$ cat config.mk
export PLATFORM = sky130hd
export DESIGN_NAME = seg7_reader
export DESIGN_NICKNAME = d
export VERILOG_FILES = /design/src/rtl/seg7_reader.sv
export SDC_FILE = /design/constraint.sdc
export NUM_CORES = 1
export LEC_CHECK = 0
export BUFFER_PORTS_ARGS = -buffer_cell sky130_fd_sc_hd__buf_4
export CAP_MARGIN = 20
export CORE_MARGIN = 3
export CORE_UTILIZATION = 63
export CTS_BUF_LIST = sky130_fd_sc_hd__clkbuf_8 sky130_fd_sc_hd__clkbuf_16
export CTS_CLUSTER_DIAMETER = 40
export DETAILED_ROUTE_END_ITERATION = 7
export GPL_TIMING_DRIVEN = 0
export PLACE_DENSITY_LB_ADDON = 0.25
export RECOVER_POWER = 25
export SLEW_MARGIN = 20
export SYNTH_ARGS = -nofsm -noshare
export SYNTH_HDL_FRONTEND = slang
export SYNTH_SLANG_ARGS = --single-unit
$ cat constraint.sdc
create_clock -name clk -period 5.6 [get_ports clk]
set_clock_uncertainty 0.15 [all_clocks]
set_input_delay 1.12 -clock clk [delete_from_list [all_inputs] [get_ports clk]]
set_output_delay 1.12 -clock clk [all_outputs]
set_load 0.005 [all_outputs]
$ cat src/rtl/seg7_reader.sv
// seg7_reader: recovers hex digits from muxed active-low 7-segment patterns, stability-filtered, reported as valid/ready events.
// Define SEG7_READER_BLANK_EN to accept 7F (all segments off) as a blank symbol.
module seg7_reader #(
  parameter int STABLE_CNT = 3,
  parameter int NUM_DIGITS = 4
) (
  input  logic        clk,
  input  logic        reset,
  input  logic [6:0]  seg_in,
  input  logic [1:0]  dig_sel,
  input  logic        sample,
  output logic        out_valid,
  input  logic        out_ready,
  output logic [1:0]  out_digit,
  output logic [3:0]  out_nibble,
  output logic        out_blank,
  output logic [15:0] digits_flat,
  output logic        err_pulse,
  output logic [7:0]  err_count
);
  localparam logic [3:0] SC = 4'(STABLE_CNT);

  logic [6:0] r_seg;
  logic [1:0] r_sel;
  logic       r_smp;
  logic [4:0] r_cand [NUM_DIGITS];
  logic [3:0] r_run  [NUM_DIGITS];
  logic [4:0] r_comm [NUM_DIGITS];
  logic [NUM_DIGITS-1:0] r_cval, r_known, r_pend;
  logic       r_ovalid, r_oblank, r_err;
  logic [1:0] r_odig;
  logic [3:0] r_onib;
  logic [7:0] r_ecnt;

  logic [5:0] w_dec;
  logic       w_ok, w_hit, w_same, w_known, w_commit, w_err, w_load;
  logic [4:0] w_code, w_comm, w_lcode;
  logic [3:0] w_cur, w_run;
  logic [1:0] w_idx;
  logic [NUM_DIGITS-1:0] w_launch, w_cvec;
  logic [15:0] w_flat;

  // code = {blank, nibble}; bit 5 of the result flags a legal pattern
  function automatic logic [5:0] dec(input logic [6:0] s);
    case (s)
      7'h40: dec = 6'h20;
      7'h79: dec = 6'h21;
      7'h24: dec = 6'h22;
      7'h30: dec = 6'h23;
      7'h19: dec = 6'h24;
      7'h12: dec = 6'h25;
      7'h02: dec = 6'h26;
      7'h78: dec = 6'h27;
      7'h00: dec = 6'h28;
      7'h10: dec = 6'h29;
      7'h08: dec = 6'h2a;
      7'h03: dec = 6'h2b;
      7'h46: dec = 6'h2c;
      7'h21: dec = 6'h2d;
      7'h06: dec = 6'h2e;
      7'h0e: dec = 6'h2f;
`ifdef SEG7_READER_BLANK_EN
      7'h7f: dec = 6'h30;
`endif
      default: dec = 6'h00;
    endcase
  endfunction

  always_comb begin
    w_dec = dec(r_seg);
    w_ok = w_dec[5];
    w_code = w_dec[4:0];
    w_hit = r_smp && (int'(r_sel) < NUM_DIGITS);
    w_same = 1'b0;
    w_cur = 4'd0;
    w_known = 1'b0;
    w_comm = 5'd0;
    w_idx = 2'd0;
    w_lcode = 5'd0;
    w_flat = 16'd0;
    for (int i = 0; i < NUM_DIGITS; i++) begin
      if (r_sel == 2'(i)) begin
        w_same = r_cval[i] && r_cand[i] == w_code;
        w_cur = r_run[i];
        w_known = r_known[i];
        w_comm = r_comm[i];
      end
      w_flat[4*i +: 4] = r_comm[i][3:0];
    end
    for (int i = NUM_DIGITS - 1; i >= 0; i--)
      if (r_pend[i]) w_idx = 2'(i);
    w_run = !w_same ? 4'd1 : (w_cur >= SC ? SC : w_cur + 4'd1);
    w_commit = w_hit && w_ok && w_run == SC && (!w_known || w_comm != w_code);
    w_err = w_hit && !w_ok;
    w_load = !r_ovalid || out_ready;
    for (int i = 0; i < NUM_DIGITS; i++) begin
      if (w_idx == 2'(i)) w_lcode = r_comm[i];
      w_launch[i] = w_load && r_pend[i] && w_idx == 2'(i);
      w_cvec[i] = w_commit && r_sel == 2'(i);
    end
  end

  always_ff @(posedge clk) begin
    if (reset) begin
      r_seg <= '0;
      r_sel <= '0;
      r_smp <= 1'b0;
      r_cval <= '0;
      r_known <= '0;
      r_pend <= '0;
      r_ovalid <= 1'b0;
      r_oblank <= 1'b0;
      r_odig <= '0;
      r_onib <= '0;
      r_err <= 1'b0;
      r_ecnt <= '0;
      for (int i = 0; i < NUM_DIGITS; i++) begin
        r_cand[i] <= '0;
        r_run[i] <= '0;
        r_comm[i] <= '0;
      end
    end else begin
      r_seg <= seg_in;
      r_sel <= dig_sel;
      r_smp <= sample;
      r_err <= w_err;
      if (w_err && r_ecnt != 8'hff) r_ecnt <= r_ecnt + 8'd1;
      if (w_load) begin
        r_ovalid <= |r_pend;
        if (|r_pend) begin
          r_odig <= w_idx;
          r_onib <= w_lcode[3:0];
          r_oblank <= w_lcode[4];
        end
      end
      // a commit landing on the digit being launched keeps it pending
      r_pend <= (r_pend & ~w_launch) | w_cvec;
      for (int i = 0; i < NUM_DIGITS; i++)
        if (w_hit && r_sel == 2'(i)) begin
          r_cval[i] <= w_ok;
          r_cand[i] <= w_code;
          r_run[i] <= w_ok ? w_run : 4'd0;
          if (w_commit) begin
            r_comm[i] <= w_code;
            r_known[i] <= 1'b1;
          end
        end
    end
  end

  assign out_valid = r_ovalid;
  assign out_digit = r_odig;
  assign out_nibble = r_onib;
  assign out_blank = r_oblank;
  assign digits_flat = w_flat;
  assign err_pulse = r_err;
  assign err_count = r_ecnt;
endmodule
---- Word level (Yosys, flattened, before mapping) ----
Memories as Yosys holds them, arrays and structs flattened.
Index checks and enable logic that the tools add are counted.
storage, ports and cells
  output and inout bits ................... 33
  register bits ........................... 39
  memories kept ........................... 3
  input bits .............................. 13
  logic and storage cells ................. 173
  bits in writable memories ............... 56
memories
  name    depth  bits a word  read ports  clocked after Yosys merged registers in  write ports  RTL line  RTL
  r_cand  4      5            4           0                                        4            26        logic [4:0] r_cand [NUM_DIGITS];
  r_comm  4      5            4           0                                        4            28        logic [4:0] r_comm [NUM_DIGITS];
  r_run   4      4            4           0                                        4            27        logic [3:0] r_run [NUM_DIGITS];
operators by class
  add/subtract/negate cells ............... 2
  equal/unequal tests ..................... 28
  order comparisons ....................... 1
  mux-type cells .......................... 67
  reductions and logical operators ........ 39
  bitwise logic cells ..................... 15
operators with widths
  operator                                             count
  one-hot mux 6 bit (16 select lines)                  1
  two-way mux 5 bit                                    16
  two-way mux 4 bit                                    11
  two-way mux 1 bit                                    35
  equality test 7 bit, second input constant           4
  logical AND 1 bit                                    25
  equality test 7 x 5 -> 1 bit, second input constant  3
  equality test 7 x 6 -> 1 bit, second input constant  3
  equality test 5 bit                                  4
  equality test 7 x 2 -> 1 bit, second input constant  2
  equality test 7 x 4 -> 1 bit, second input constant  2
  bitwise OR 1 bit                                     12
  AND reduction 2 bit                                  5
  adder 8 x 1 -> 8 bit, second input constant          1
  equality test 2 bit, second input constant           4
  two-way mux 2 bit                                    4
  inequality test 8 bit, second input constant         1
  equality test 7 x 3 -> 1 bit, second input constant  1
  logical NOT 7 bit                                    1
  inequality test 5 bit                                1
  adder 4 x 1 -> 4 bit, second input constant          1
  AND 4 bit                                            1
  equality test 2 x 1 -> 1 bit, second input constant  2
  equality test 4 x 2 -> 1 bit, second input constant  1
  7 further kinds                                      11

---- Logic depth before layout (Yosys ltp) ----
Gate-level depths: netlist of run 1.
  word-level depth ........................ 17
  depth in mapped cells ................... 12
  mapped depth without buffers ............ 8

---- Worst setup path before layout of run 1 ----
Ideal clock, no wire load.
  path kind ............................... register to register
  from .................................... register r_sel[0]
  to ...................................... memory r_comm[0][0] (enable)
  required time ........................... 5.077 ns
  cell stages (with the launch flop) ...... 10
  setup time .............................. 0.373 ns
  path slack .............................. 2.275 ns
  buffers on the path ..................... 2
  clock period less this slack ............ 3.325 ns
  arrival time ............................ 2.802 ns
  cell sequence ........................... dfxtp_1 -> buf_2 -> buf_1 -> mux4_2 -> ha_1 -> nor2b_1 -> o21ai_0 -> a21o_1 -> nand4b_4 -> o31ai_1
RTL lines
  element                   RTL line  RTL
  start: declaration        24        logic [1:0] r_sel;
  start signal: assignment  124       r_sel <= dig_sel;
  end: declaration          28

==> results of run 1 <==
power by group through the flow:
| stage | sequential (mW) | combinational (mW) | clock [mW] |
|---|---|---|---|
| after global routing | 0.707 | 0.168 | 0.542 |
| after floorplan | 0.714 | 0.109 | 0 |
| final | 0.705 | 0.155 | 0.515 |
| after CTS | 0.704 | 0.155 | 0.517 |
| after global placement | 0.717 | 0.148 | 0 |
| after detailed placement | 0.719 | 0.153 | 0 |
state kept, by name (all words and copies together), names as in the netlist:
| register | count |
|---|---|
| r_sel | 2 |
| out_valid | 1 |
| r_cand | 16 |
| out_digit | 2 |
| err_pulse | 1 |
| r_known | 4 |
| r_comm | 16 |
| out_nibble | 4 |
| r_seg | 7 |
| r_pend | 4 |
| r_run | 16 |
| r_cval | 4 |
| err_count | 8 |
| r_smp | 1 |
cells in the final DEF (no fill, tap or decap), types with 7 or more instances in the layout:
master                      n
sky130_fd_sc_hd__a21oi_1   13
sky130_fd_sc_hd__buf_2      7
sky130_fd_sc_hd__buf_4     27
sky130_fd_sc_hd__clkbuf_1   9
sky130_fd_sc_hd__clkbuf_4  20
sky130_fd_sc_hd__clkbuf_8   9
sky130_fd_sc_hd__conb_1     9
sky130_fd_sc_hd__dfxtp_1   38
sky130_fd_sc_hd__edfxtp_1  48
sky130_fd_sc_hd__inv_1      9
sky130_fd_sc_hd__mux4_2     7
sky130_fd_sc_hd__nand2_1   36
sky130_fd_sc_hd__nand2b_1   7
sky130_fd_sc_hd__nand3_1   16
sky130_fd_sc_hd__nor2_1    40
sky130_fd_sc_hd__nor2b_1   17
sky130_fd_sc_hd__nor3_1    12
sky130_fd_sc_hd__nor4_1    10
sky130_fd_sc_hd__o21ai_0   14
sky130_fd_sc_hd__o22ai_1    7
sky130_fd_sc_hd__xnor2_1    8
sky130_fd_sc_hd__xor2_1    14
stage by stage:
| step | cell area (um2) | std cells | setup WS, ns | hold slack (ns) | utilization [%] |
|---|---|---|---|---|---|
| finish | 4980 | 546 | 1.27 | 0.303 | 77.2 |
| floorplan | 4320 | 409 | 2.28 | 0.270 | - |
| detailed placement | 4750 | 530 | 1.55 | 0.295 | 73.5 |
| global route | 4980 | 546 | 1.09 | 0.330 | 77.2 |
| global placement | 4750 | 530 | 1.65 | 0.286 | 73.5 |
| CTS | 4990 | 546 | 1.52 | 0.307 | 77.2 |
worst max-delay path, delay by kind of cell (launching register included):
family | cells | cell delay (ns)
adder cells (fa/ha/maj) | 1 | 0.30
AND/OR/NAND/NOR | 2 | 0.36
flip-flops | 1 | 0.51
multiplexers | 1 | 0.58
buffers and inverters | 3 | 1.28
AO/OA/AOI/OAI | 3 | 0.79
per-layer routing:
metal | vias to the layer above | part of all wire (%)
met4 | 0 | 1.6
met3 | 21 | 9.6
met2 | 191 | 49
met5 | - | 0
li1 | 1600 | -
met1 | 1644 | 40
worst paths after layout:
kind / from / to / depth (start not counted)
max: r_sel[0] / r_comm[2][2] / 10
min: out_nibble[2] / out_nibble[2] / 2
max reg2reg: r_sel[0] / r_comm[2][2] / 10
min reg2reg: out_nibble[2] / out_nibble[2] / 2
logic make-up (layout without fill, tap and decap cells):
kind of cell | after synthesis | after routing | share of synthesized area, %
AOI/OAI and AO/OA | 74 | 74 | 12.8
xor gates and xnor gates | 22 | 22 | 4.49
adders and majority gates | 2 | 2 | 0.583
buffers and inverters | 35 | 95 | 4.52
DFF | 86 | 86 | 51.3
muxes | 8 | 8 | 3.91
other | 1 | 9 | 0.0874
and+or+nand+nor | 173 | 173 | 22.3
layout make-up:
class	count	area, um2	share of cell area (%)
Clock buffer	9	124	2.49
Multi-Input combinational cell	288	1930	38.7
Buffer	27	163	3.26
Inverter	8	30.0	0.603
Sequential cell	86	2200	44.2
Timing Repair Buffer	44	327	6.55
Tap cell	77	96.3	1.93
Clock inverter	7	115	2.31
==> qor.yml, run 1 <==
end_kind: "flop"
cellLeakagePower_nw: 1.80
path_class: "reg2reg"
fillerInstances: 435
via_count: 3456
drt_wl_total_um: 10000
grt_start_max_net_pins: 16
report.final.setup_viol: 0
cp_cell_sequence: "clkbuf_1 -> buf_1 -> mux4_2 -> ha_1 -> nor2b_1 -> o21ai_0 -> a21o_1 -> nand4b_4 -> buf_6 -> o21ai_1"
initial_cell_density_of_the_core_pct: 66.5
tightest_slew_ns: 0.715
globalRouteMet3Util_pct: 7.45
worst_slew_margin_rel_pct: 51.1
top_area_cells_in_the_synthesized_netlist: "sky130_fd_sc_hd__edfxtp_1 (34%), sky130_fd_sc_hd__dfxtp_1 (18%), sky130_fd_sc_hd__mux4_2 (3.7%), sky130_fd_sc_hd__nor2_1 (3.5%), sky130_fd_sc_hd__nand2_1 (3.1%)"
outcome: "finished clean"
routed_wire_length_per_instance_um: 18.4
drive_gt1_share_pct: 21.1
io_pins: 46
cts.sink_count: 86
cts_tree: "yes"
sequential_share_of_the_synthesized_area_pct: 51.3
comb_power_share_pct: 11.3
floorplan.rows: 29
tns_ns: 0
syn_to_final_growth_pct: 16.1
switching_share_pct: 23.9
residual_overflow_from_global_routing: 0
drt.antenna.violating_nets: 0
synth_seq_cells: 86
crit_path_start_kind: "flop"
hold_viol_final: 0
critPathSlowestCell: "sky130_fd_sc_hd__mux4_2"
grt.met2_usage_pct: 44.4
finish.net_count: 479
max_cap_viol_count: 0
port-buffer-count: 44
clk_pin_slew_ns: 0.09
die_h_um: 88.5
yosys_warnings: 0
yosys.cell_count.top_type: "sky130_fd_sc_hd__edfxtp_1"
worst_hold_path_type: "reg2reg"
syn_avg_cell_area_um2: 10.7
die_w_um: 88.5
postCtsSetupBuffers: 0
worst_ep_required_time_ns: 5.46
worstPathMaxFanout: 10
busiest_layer: "met2"
dr_vias_cell: 6.33
synth_largest_area_cell: "sky130_fd_sc_hd__edfxtp_1"
final_max_slew_viol_count: 0
clk_path_buf_depth: 2
antenna-diode-count: 0
grt_pass1_wl_um: 15800
worstSkewPairLatency_ns: 0.36
p_per_area_nw_per_um2: 276
total_clock_buffers_created_by_cts: 9
routabilityCongestion: 0.909
globalRouteTotalUtil_pct: 26.9
holdBufCountCts: 0
clock_tree.root_cell: "sky130_fd_sc_hd__clkbuf_8"
timing.critical_path.arrival_ns: 4.20
postSynth.topFlopCell: "sky130_fd_sc_hd__edfxtp_1"
period_minus_slack_ns: 4.33
timing.fmax_mhz: 231
totalPowerFinal_mw: 1.37
reg2reg_setup_slack_ns: 1.27
timing.critical_path.slowest_cell_delay_ns: 0.58
core_area_um2: 6460
drt_pass1_iterations: 5
synthArstFlopShare_pct: 0
pwr-share-seq_pct: 51.3
number_of_antenna_violations_at_the_first_check_in_global_routing: 0
synth_edf_count: 48
unrepaired_setup_endpoints_after_global_routing: "false"
gr-usage-met1_pct: 34.6
synth_cells: 401
ys_types: 62
share_clk_of_total_power_pct: 37.5
post-route-period-util_pct: 77.4
dr.first_iter.drc_count: 305
p_switching_uw: 329
intPower_mw: 1.05
post_cts_resized: 0
syn-cell-area_um2: 4290
yosys.area.top_type_share_pct: 33.6
synthTopCellsByCount: "sky130_fd_sc_hd__edfxtp_1 (48), sky130_fd_sc_hd__nor2_1 (40), sky130_fd_sc_hd__dfxtp_1 (38)"
worst_ir_drop_vdd_mv: 0.175
via_count_of_the_first_global_routing_pass: 3227
design.die.area_um2: 7840
cts-htree-levels: 3
hpwl_um: 7180
drcViolationCount: 0
(Power assumes the default switching activity.)
==> run 2, diff against run 1 <==
Settings changed: CORE_UTILIZATION 63 to 59.
Clock period 5.6 ns to 4.5 ns, I/O delays scaled along.
==> run 2 against run 1 <==
Critical path depth shrank 1. Final cell count grew 3.5%. Power grew 22%. Clock power grew 19%. Via count shrank 1.9%. Wire length grew 3.8%. Sequential cell count is the same. Utilization shrank 4.8 points. First-iteration DRC count shrank 28%. Register-to-register slack lost 0.80 ns. Worst hold slack gained 0.0024 ns. Critical path type unchanged. Largest cell class unchanged.
==> qor.yml, run 2 (synthesis gave the netlist of run 1 again) <==
outcome: "finished clean"  # unchanged
largestRegisters: "r_cand (16), r_comm (16), r_run (16)"  # unchanged
via_count: 3391  # was 3456
path_class: "reg2reg"  # unchanged
worstPathMaxFanout: 10  # unchanged
reg2reg_from: "r_sel[0]"  # unchanged
dr_vias_cell: 6.00  # was 6.33
io_pins: 46  # unchanged
regToRegEndpoint: "r_comm[0][3]"  # was r_comm[2][2]
worst_hold_path_type: "reg2reg"  # unchanged
end_kind: "flop"  # unchanged
crit_path_start_kind: "flop"  # unchanged
dpl.cell_count: 549  # was 530
fillerInstances: 537  # was 435
cts-htree-levels: 3  # unchanged
dp_slack_ns: 0.558  # was 1.55 ns
cts_tree: "yes"  # unchanged
total_clock_buffers_created_by_cts: 9  # unchanged
drt.antenna.violating_nets: 0  # unchanged
post-route-period-util_pct: 89.5  # was 77.4%
layout_commonest_cell: "sky130_fd_sc_hd__edfxtp_1"  # unchanged
port-buffer-count: 44  # unchanged
floorplan.rows: 30  # was 29
hold_end: "out_nibble[3]"  # was out_nibble[2]
worstRegToRegCells: 9  # was 10
core_area_um2: 6910  # was 6460 um2
hold_viol_final: 0  # unchanged
period_minus_slack_ns: 4.03  # was 4.33 ns
worst_ir_drop_vdd_mv: 0.203  # was 0.175 mV
post_cts_resized: 0  # unchanged
timing.critical_path.arrival_ns: 3.88  # was 4.20 ns
unrepaired_setup_endpoints_after_global_routing: "false"  # unchanged
worst_hold_path_depth: 2  # unchanged
die_h_um: 91.3  # was 88.5 um
final_critical_path_setup_slack_ns: 0.472  # was 1.27 ns
clk_path_buf_depth: 2  # unchanged
worstSkewPairLatency_ns: 0.36  # about the same
residual_overflow_from_global_routing: 0  # unchanged
drive_gt1_share_pct: 21.7  # was 21.1%
cellLeakagePower_nw: 1.80  # about the same
syn_to_final_growth_pct: 16.4  # was 16.1%
grt_pass1_wl_um: 17000  # was 15800 um
worst_slew_margin_rel_pct: 53.2  # was 51.1%
final_max_slew_viol_count: 0  # unchanged
dr.first_iter.drc_count: 221  # was 305
layout.core_utilization_pct: 72.3  # was 77.2%
tns_ns: 0  # unchanged
design.die.area_um2: 8340  # was 7840 um2
tightest_slew_ns: 0.684  # was 0.715 ns
finalNonFillerCells: 565  # was 546
max_cap_viol_count: 0  # unchanged
antenna-diode-count: 0  # unchanged
worst_ep_required_time_ns: 4.35  # was 5.46 ns
report.final.setup_viol: 0  # unchanged
die_w_um: 91.3  # was 88.5 um
grt_start_max_net_pins: 17  # was 16
routed_wire_length_per_instance_um: 18.4  # about the same
timing.fmax_mhz: 248  # was 231 MHz
hp-start: "out_nibble[3]"  # was out_nibble[2]
drt_pass1_iterations: 5  # unchanged
holdWs_ns: 0.306  # was 0.303 ns
initial_cell_density_of_the_core_pct: 62.2  # was 66.5%
routabilityCongestion: 0.884  # was 0.909
p_per_area_nw_per_um2: 337  # was 276 nW/um2
postCtsSetupBuffers: 0  # unchanged
reg2reg_setup_slack_ns: 0.47  # was 1.27 ns
cts.sink_count: 86  # unchanged
drcViolationCount: 0  # unchanged
clock_tree.root_cell: "sky130_fd_sc_hd__clkbuf_8"  # unchanged
via_count_of_the_first_global_routing_pass: 3384  # was 3227
clk_pin_slew_ns: 0.09  # about the same
drt_wl_total_um: 10400  # was 10000 um
number_of_antenna_violations_at_the_first_check_in_global_routing: 0  # unchanged
globalRouteTotalUtil_pct: 26.2  # was 26.9%
hpwl_um: 7570  # was 7180 um
holdBufCountCts: 0  # unchanged
finish.net_count: 479  # unchanged
most-common-layout-cells: "sky130_fd_sc_hd__edfxtp_1 (48), sky130_fd_sc_hd__nor2_1 (40), sky130_fd_sc_hd__dfxtp_1 (38)"  # unchanged
run 2: cell count changes in the layout (fill, tap and decap cells not counted), sizes merged:
cell,delta
buf,-1
clkinv,+1
bufinv,-1
clkbuf,+1
run 2: cell type report:
type	instances	area, um2	area share [%]
inverters	8	30.0	0.601
clock buffers	9	124	2.48
flip-flops and latches	86	2200	44.1
well taps	96	120	2.40
clock inverters	7	103	2.05
plain buffers	27	164	3.28
multi-input cells	288	1930	38.6
repair buffers	44	327	6.54
run 2: routing by layer:
layer / GRT usage, % / wire length [um] / vias to the layer above
met1: 33.1 / 4420 / 1602
met2: 43.2 / 5050 / 153
met3: 8.12 / 754 / 24
li1: - / - / 1612
met5: 0 / 0 / -
met4: 8.04 / 191 / 0
run 2: worst max path at each step:
| stage | from | to | slack [ns] | cells after the start |
|---|---|---|---|---|
| 2_1_floorplan | r_sel[0] | r_comm[0][0] | 1.18 | 9 |
| 3_3_place_gp | r_sel[0] | r_comm[0][0] | 0.63 | 9 |
| 3_5_place_dp | r_sel[0] | r_comm[0][2] | 0.56 | 9 |
| 4_1_cts | r_sel[0] | r_comm[0][0] | 0.52 | 9 |
| 5_1_grt | r_sel[0] | r_comm[0][3] | 0.29 | 9 |
| 6_report | r_sel[0] | r_comm[0][3] | 0.47 | 9 |
run 2: stage by stage:
| stage | instance area [um2] | power (mW) |
|---|---|---|
| global placement | 4770 | 1.08 |
| global route | 5000 | 1.74 |
| floorplan | 4320 | 1.02 |
| finish | 5000 | 1.68 |
| CTS | 5000 | 1.69 |
| detailed placement | 4770 | 1.09 |
run 2: critical path, stage by stage, from the launching register on:
cell	delay (ns)
sky130_fd_sc_hd__dfxtp_1	0.49
sky130_fd_sc_hd__buf_2	0.37
sky130_fd_sc_hd__buf_1	0.45
sky130_fd_sc_hd__mux4_2	0.58
sky130_fd_sc_hd__ha_1	0.30
sky130_fd_sc_hd__nor2b_1	0.11
sky130_fd_sc_hd__o21ai_0	0.12
sky130_fd_sc_hd__a21o_1	0.27
sky130_fd_sc_hd__nand4b_4	0.25
sky130_fd_sc_hd__o31ai_1	0.58
run 2: report_power, final:
part	internal, mW	switching, mW	leakage (nW)
clock network	0.320	0.292	0.116
registers	0.858	0.0194	0.794
logic	0.0762	0.119	0.885
total	1.25	0.430	1.80
